--- src/rtl/button_event_controller.sv ---
// Turns debounced button levels into registered one-cycle press/release/long-press pulses.
// Optional macro BTN_AUTO_REPEAT_EN adds the HELD auto-repeat counter and repeat_pulse.
module button_event_controller #(
   parameter int unsigned BUS_WIDTH  = 1,
   parameter int unsigned CLOCK_FREQ = 50_000_000,
   parameter int unsigned LONG_MS    = 1000,
   parameter int unsigned REPEAT_MS  = 200
) (
   input  logic                 clk,
   input  logic                 rst,
   input  logic [BUS_WIDTH-1:0] btn_db,
   output logic [BUS_WIDTH-1:0] press_pulse,
   output logic [BUS_WIDTH-1:0] release_pulse,
   output logic [BUS_WIDTH-1:0] long_pulse,
   output logic [BUS_WIDTH-1:0] repeat_pulse,
   output logic [BUS_WIDTH-1:0] held
);

   localparam int unsigned   DIV       = CLOCK_FREQ / 1000;
   localparam int unsigned   PW        = (DIV > 1) ? $clog2(DIV) : 1;
   localparam logic [PW-1:0] PRESC_MAX = PW'(DIV - 1);
   localparam int unsigned   CNT_MAX   = (LONG_MS > REPEAT_MS) ? LONG_MS : REPEAT_MS;
   localparam int unsigned   CW        = $clog2(CNT_MAX + 1);
   localparam logic [CW-1:0] CNT_SAT   = CW'(CNT_MAX);
   localparam logic [CW-1:0] LONG_LAST = CW'(LONG_MS - 1);
`ifdef BTN_AUTO_REPEAT_EN
   localparam logic [CW-1:0] REP_LAST  = CW'(REPEAT_MS - 1);
`endif

   typedef enum logic [1:0] {IDLE, PRESS, HELD} state_t;

   logic [PW-1:0]        presc;
   logic                 tick_ms;
   logic [BUS_WIDTH-1:0] btn_q;
   logic [BUS_WIDTH-1:0] rise;
   logic [BUS_WIDTH-1:0] fall;
   state_t               state  [BUS_WIDTH];
   logic [CW-1:0]        ms_cnt [BUS_WIDTH];

   // Shared 1 ms timebase, free-running regardless of button activity
   always_ff @(posedge clk or negedge rst) begin
      if (!rst) begin
         presc <= '0;
      end else if (presc == PRESC_MAX) begin
         presc <= '0;
      end else begin
         presc <= presc + 1'b1;
      end
   end

   assign tick_ms = (presc == PRESC_MAX);

   always_ff @(posedge clk or negedge rst) begin
      if (!rst) begin
         btn_q <= '0;
      end else begin
         btn_q <= btn_db;
      end
   end

   assign rise = btn_db & ~btn_q;
   assign fall = ~btn_db & btn_q;

   always_ff @(posedge clk or negedge rst) begin
      if (!rst) begin
         for (int unsigned i = 0; i < BUS_WIDTH; i++) begin
            state[i]  <= IDLE;
            ms_cnt[i] <= '0;
         end
         press_pulse   <= '0;
         release_pulse <= '0;
         long_pulse    <= '0;
         held          <= '0;
`ifdef BTN_AUTO_REPEAT_EN
         repeat_pulse  <= '0;
`endif
      end else begin
         press_pulse   <= '0;
         release_pulse <= '0;
         long_pulse    <= '0;
`ifdef BTN_AUTO_REPEAT_EN
         repeat_pulse  <= '0;
`endif
         for (int unsigned i = 0; i < BUS_WIDTH; i++) begin
            unique case (state[i])
               IDLE: begin
                  if (rise[i]) begin
                     state[i]       <= PRESS;
                     press_pulse[i] <= 1'b1;
                     held[i]        <= 1'b1;
                     ms_cnt[i]      <= '0;
                  end
               end
               // Release takes priority over a tick landing in the same cycle
               PRESS: begin
                  if (fall[i]) begin
                     state[i]         <= IDLE;
                     release_pulse[i] <= 1'b1;
                     held[i]          <= 1'b0;
                  end else if (tick_ms) begin
                     if (ms_cnt[i] >= LONG_LAST) begin
                        state[i]      <= HELD;
                        long_pulse[i] <= 1'b1;
                        ms_cnt[i]     <= '0;
                     end else if (ms_cnt[i] != CNT_SAT) begin
                        ms_cnt[i] <= ms_cnt[i] + 1'b1;
                     end
                  end
               end
               HELD: begin
                  if (fall[i]) begin
                     state[i]         <= IDLE;
                     release_pulse[i] <= 1'b1;
                     held[i]          <= 1'b0;
                  end
`ifdef BTN_AUTO_REPEAT_EN
                  else if (tick_ms) begin
                     if (ms_cnt[i] >= REP_LAST) begin
                        repeat_pulse[i] <= 1'b1;
                        ms_cnt[i]       <= '0;
                     end else if (ms_cnt[i] != CNT_SAT) begin
                        ms_cnt[i] <= ms_cnt[i] + 1'b1;
                     end
                  end
`endif
               end
               default: begin
                  state[i] <= IDLE;
                  held[i]  <= 1'b0;
               end
            endcase
         end
      end
   end

`ifndef BTN_AUTO_REPEAT_EN
   assign repeat_pulse = '0;
`endif

endmodule

--- config.mk ---
export PLATFORM = sky130hd
export DESIGN_NAME = button_event_controller
export DESIGN_NICKNAME = d
export VERILOG_FILES = /design/src/rtl/button_event_controller.sv
export SDC_FILE = /design/constraint.sdc
export NUM_CORES = 1
export LEC_CHECK = 0
export CORE_MARGIN = 2
export CORE_UTILIZATION = 53
export DETAILED_ROUTE_END_ITERATION = 8
export GPL_ROUTABILITY_DRIVEN = 0
export PLACE_DENSITY = 0.85
export SYNTH_ARGS = -nofsm -noshare
export SYNTH_HDL_FRONTEND = slang
export SYNTH_SLANG_ARGS = --single-unit
--- constraint.sdc ---
create_clock -name clk -period 2.1 [get_ports clk]
set_input_delay 0.315 -clock clk [delete_from_list [all_inputs] [get_ports clk]]
set_output_delay 0.315 -clock clk [all_outputs]
set_load 0.02 [all_outputs]
[Yosys cells after proc, flatten, opt, wreduce, memory -nomap -nowiden]
Index checks and enable logic that the tools add are counted.
Word-level totals
  bits in writable memories: 0
  ROM bits: 0
  register bits: 33
  latch bits: 0
  logic and storage cells: 57
  output and inout bits: 5
  memories kept: 0
Operators by class
  shifts and indexed selects: 0
  $lt $le $gt $ge: 1
  eq/ne operators: 12
  reduce and logical (&&, ||, !) cells: 6
  $mul: 0
  div/mod/pow operators: 0
  bitwise logic cells: 4
  mux-type cells: 24
  $add $sub $neg: 2
Operators by type and width (number)
  $mux W10: 5
  $pmux W10 S2: 1
  $add A16 B1 Y16 const B: 1
  $eq A16 B16 Y1 const B: 1
  $mux W16: 1
  $add A10 B1 Y10 const B: 1
  $ge A10 B10 Y1 const B: 1
  $mux W1: 10
  $mux W2: 5
  $ne A10 B10 Y1 const B: 1
  $ne A3 B3 Y1 const B: 3
  $ne A2 B2 Y1 const B: 4
  $pmux W2 S3: 1
  $reduce_and A5 Y1: 1
  $reduce_and A4 Y1: 1
  $and A1 B1 Y1: 2
  $eq A2 B1 Y1 const B: 1
  $eq A2 B2 Y1 const B: 1
  $logic_not A2 Y1: 1
  $ne A2 B1 Y1 const B: 1
  $not A1 Y1: 2
  $pmux W1 S2: 1
  $reduce_and A2 Y1: 1
  $reduce_bool A2 Y1: 1
  $reduce_or A2 Y1: 1

[Depth between registers and ports, before layout]
  depth in word-level cells: 6
  mapped depth: 8
  depth with buffers taken out: 7

[Least setup slack after synthesis]
No wires, ideal clock.
  path type: register to register
  from: register presc[13]
  to: register ms_cnt[8] in the netlist's numbering
  arrival time: 1863 ps
  cell stages (with the launch flop): 7
  required time: 1996 ps
  slack: 134 ps
  period minus slack after synthesis: 1966 ps
  path buffers: 1
  path through: dfrtp_1 or4_4 nor4_4 nand3b_2 nand2b_1 buf_2 o41ai_2
On the way
  word-level cells in the longest chain between the ends: 3
RTL lines
  from (decl): line 32  | logic [PW-1:0] presc;
  from (signal assigned): line 47  | presc <= presc + 1'b1;
  $eq A16 B16 Y1: line 51  | assign tick_ms = (presc == PRESC_MAX);
  $ne A2 B2 Y1 (no line)
  $reduce_and A5 Y1 (no line)
  to (signal, indexed assignment): line 106  | ms_cnt[i] <= ms_cnt[i] + 1'b1;
  to (decl): line 38  | logic [CW-1:0] ms_cnt [BUS_WIDTH];
No other way between the ends.
A chain may end at the register's enable or synchronous reset.

[Final worst setup path]
  from: register presc[0]
  to: register ms_cnt[9] in the netlist's numbering
Same word-level chain as after synthesis.

==> results.cfg <==
[status]
status = complete, no violations

[route]
wl_mm = 3.38
drcViolationCount = 0
num_vias = 1361
viasPerCell = 5.84
drt_first_iter_violations = 29
routedWlPerCell_um = 14.5
drtAntennaViolNets = 0
drt-pass1-iter-count = 4

[worst_setup_path]
crit_start = presc[0]
crit_family = simple AND/OR/NAND/NOR gates
rr_startpoint = presc[0]
worst-setup-path-type = reg2reg
start_kind = flop
crit_buf_inv = 1
slowest_stage = dfrtp_1
path_max_fanout = 13
endpoint_kind = flop
path_cells = ha_2 > nand3_1 > nor4_4 > nand3b_2 > buf_4 > or3_1 > nand3_1
critPathMaxStageDelay_ps = 410
critPathRequiredTime_ps = 2390
arrival_ps = 2260
cp_common_cell = nand3_1

[clock_network]
tritoncts = done
insertion_delay_ps = 350
cts-root-buf = clkbuf_4
cts_setup_buffers = 0
cts_buffers = 5
cts_max_path_buffers = 2
h-tree-depth = 2
cts_num_sinks = 33
clk_pin_slew_ps = 110

[timing]
fin_crit_ps = 1980
finalMaxSlewViolations = 0
rsz0062_at_grt = yes
finalHoldViolations = 0
worst_slack_ps = 124
finalSetupViolCount = 0
max_freq_mhz = 506
fin_worst_skew_ps = 10.7
period_share_pct = 94.1

[finish]
final_cell_mix = 33 x dfrtp_1, 17 x nand2_1, 16 x nand3_1
final_util_pct = 64.3
layout_commonest_cell = dfrtp_1
drive_gt1_share_pct = 12.7
num-nets-final = 197
syn_to_final_growth_pct = 14.8
diodes = 0

[global_routing]
grtUsageTotal_pct = 21.8
busiest_layer = met2
met3_usage_pct = 7.68
gr-total-overflow = 0
grt_antenna_before_repair = 0
grt_pass1_wl_mm = 5.79
grt_pass1_vias = 1324
grtUsageMet1_pct = 28.0
grt_max_degree = 34
met2_usage_pct = 32.4

[logic_synthesis]
syn_area_um2 = 1710
synth_area_leaders = dfrtp_1 48%, nand3_1 4.7%, ha_1 4.4%
synth_warnings = 0
synthMuxAreaShare_pct = 0.585
yosysSeqAreaShare_pct = 48.3
synth_compound_area_share_pct = 13.7
syn_area_per_cell_um2 = 9.83
syn_inst = 174
yosysTopAreaCellShare_pct = 48.3
synthAdderAreaFrac_pct = 4.39
synth_cell_type_count = 38
async_reset_ff_share_pct = 100
synth_top_family_by_area = simple AND/OR/NAND/NOR gates
synth-edff-count = 0
synth_nets = 183
post-synth-top-area-cell = dfrtp_1
ys_ff_latch = 33
synth_xor_xnor_area_share_pct = 6.14
synth_simple_gate_area_share_pct = 23.1
synth_flop_cell = dfrtp_1

[floorplanning]
initial_core_util_pct = 56.0
fp.dieH_um = 60.8
core_area_um2 = 3050
dieArea_um2 = 3700
std_cell_rows = 20
die_w_um = 60.8
pin_count = 8

[hold_path]
hold_path.class = in2async

[placement]
pre_cts_ws_ps = -41.3
io_buffer_count = 6
dpl.hpwl_mm = 2.39

[power]
ir_drop_mv = 0.588
total_power_uw = 1500
p_per_area_nw_per_um2 = 766
power.leakage_uw = 0.000895

[run]
cap_violations = 0
## path summary, 6_finish.rpt
path / slack, ps / cells past startpoint / end
max reg2reg: 120 / 7 / ms_cnt[9]
min in group clk: 480 / 1 / btn_q
min reg2reg: 500 / 1 / presc[0]
min: 350 / 2 / presc[14]
max in group asynchronous: 1440 / 2 / ms_cnt[8]
max: 120 / 7 / ms_cnt[9]
## registers in the layout (all words and copies together), names as in the netlist
| register | count |
|---|---|
| presc | 16 |
| ms_cnt | 10 |
| state | 2 |
| btn_q | 1 |
| held | 1 |
| long_pulse | 1 |
| press_pulse | 1 |
| release_pulse | 1 |
## layout make-up
cell class / count / area [µm²]
fill: 270 / 1090
multi-input combinational: 126 / 833
sequential: 33 / 826
timing repair buffer: 13 / 113
clock inverter: 3 / 65.1
tap: 44 / 55.1
clock buffer: 5 / 37.5
inverter: 9 / 33.8
## cell usage after synthesis, types with 2 or more instances
master     n
nand2_1   17
a31oi_1    2
inv_1      9
o32ai_2    2
or3_1      2
o21ai_0    7
nor2b_1    2
ha_1       6
nand4_1    2
nand3_1   16
and3_1     8
nand2b_1   4
dfrtp_1   33
clkbuf_1   3
xor2_1     7
a211o_1    3
xnor2_1    5
a21oi_1    9
nor2_1    13
o211ai_1   5
o22ai_1    2
## stage by stage
| step | cell area [µm²] | setup TNS [ps] | hold WS, ps | cells |
|---|---|---|---|---|
| global route | 1960 | -12.1 | 390 | 233 |
| floorplan | 1710 | 0 | 19.4 | 174 |
| global placement | 1850 | 0 | 465 | 225 |
| finish | 1960 | 0 | 354 | 233 |
| CTS | 1960 | 0 | 366 | 233 |
| detailed placement | 1850 | -41.3 | 482 | 225 |
## what timing repair did
action                                  CTS  global route
hold buffers                              0             0
endpoints found under the setup margin    1             4
pin swaps                                 0             1
resized for setup                         1             2
## per-layer routing
| layer | wire length, µm | share of wire, % | up-vias |
|---|---|---|---|
| li1 | - | - | 639 |
| met1 | 1540 | 45 | 676 |
| met2 | 1580 | 47 | 34 |
| met3 | 169 | 5.0 | 12 |
| met4 | 95 | 2.8 | 0 |
| met5 | 0 | 0 | - |
## logic make-up after synthesis
kind of cell	count (synthesis)
DFF	33
buffers and inverters	15
other	1
and+or+nand+nor	73
AOI/OAI and AO/OA	33
adders and majority gates	6
xor gates and xnor gates	12
muxes	1
## power breakdown
part	internal [µW]	total [µW]	switching (µW)
logic	93.0	232	139
registers	661	678	17.6
clock network	368	594	226
total	1120	1500	382
Note: power is estimated with default switching activity, not from simulation.
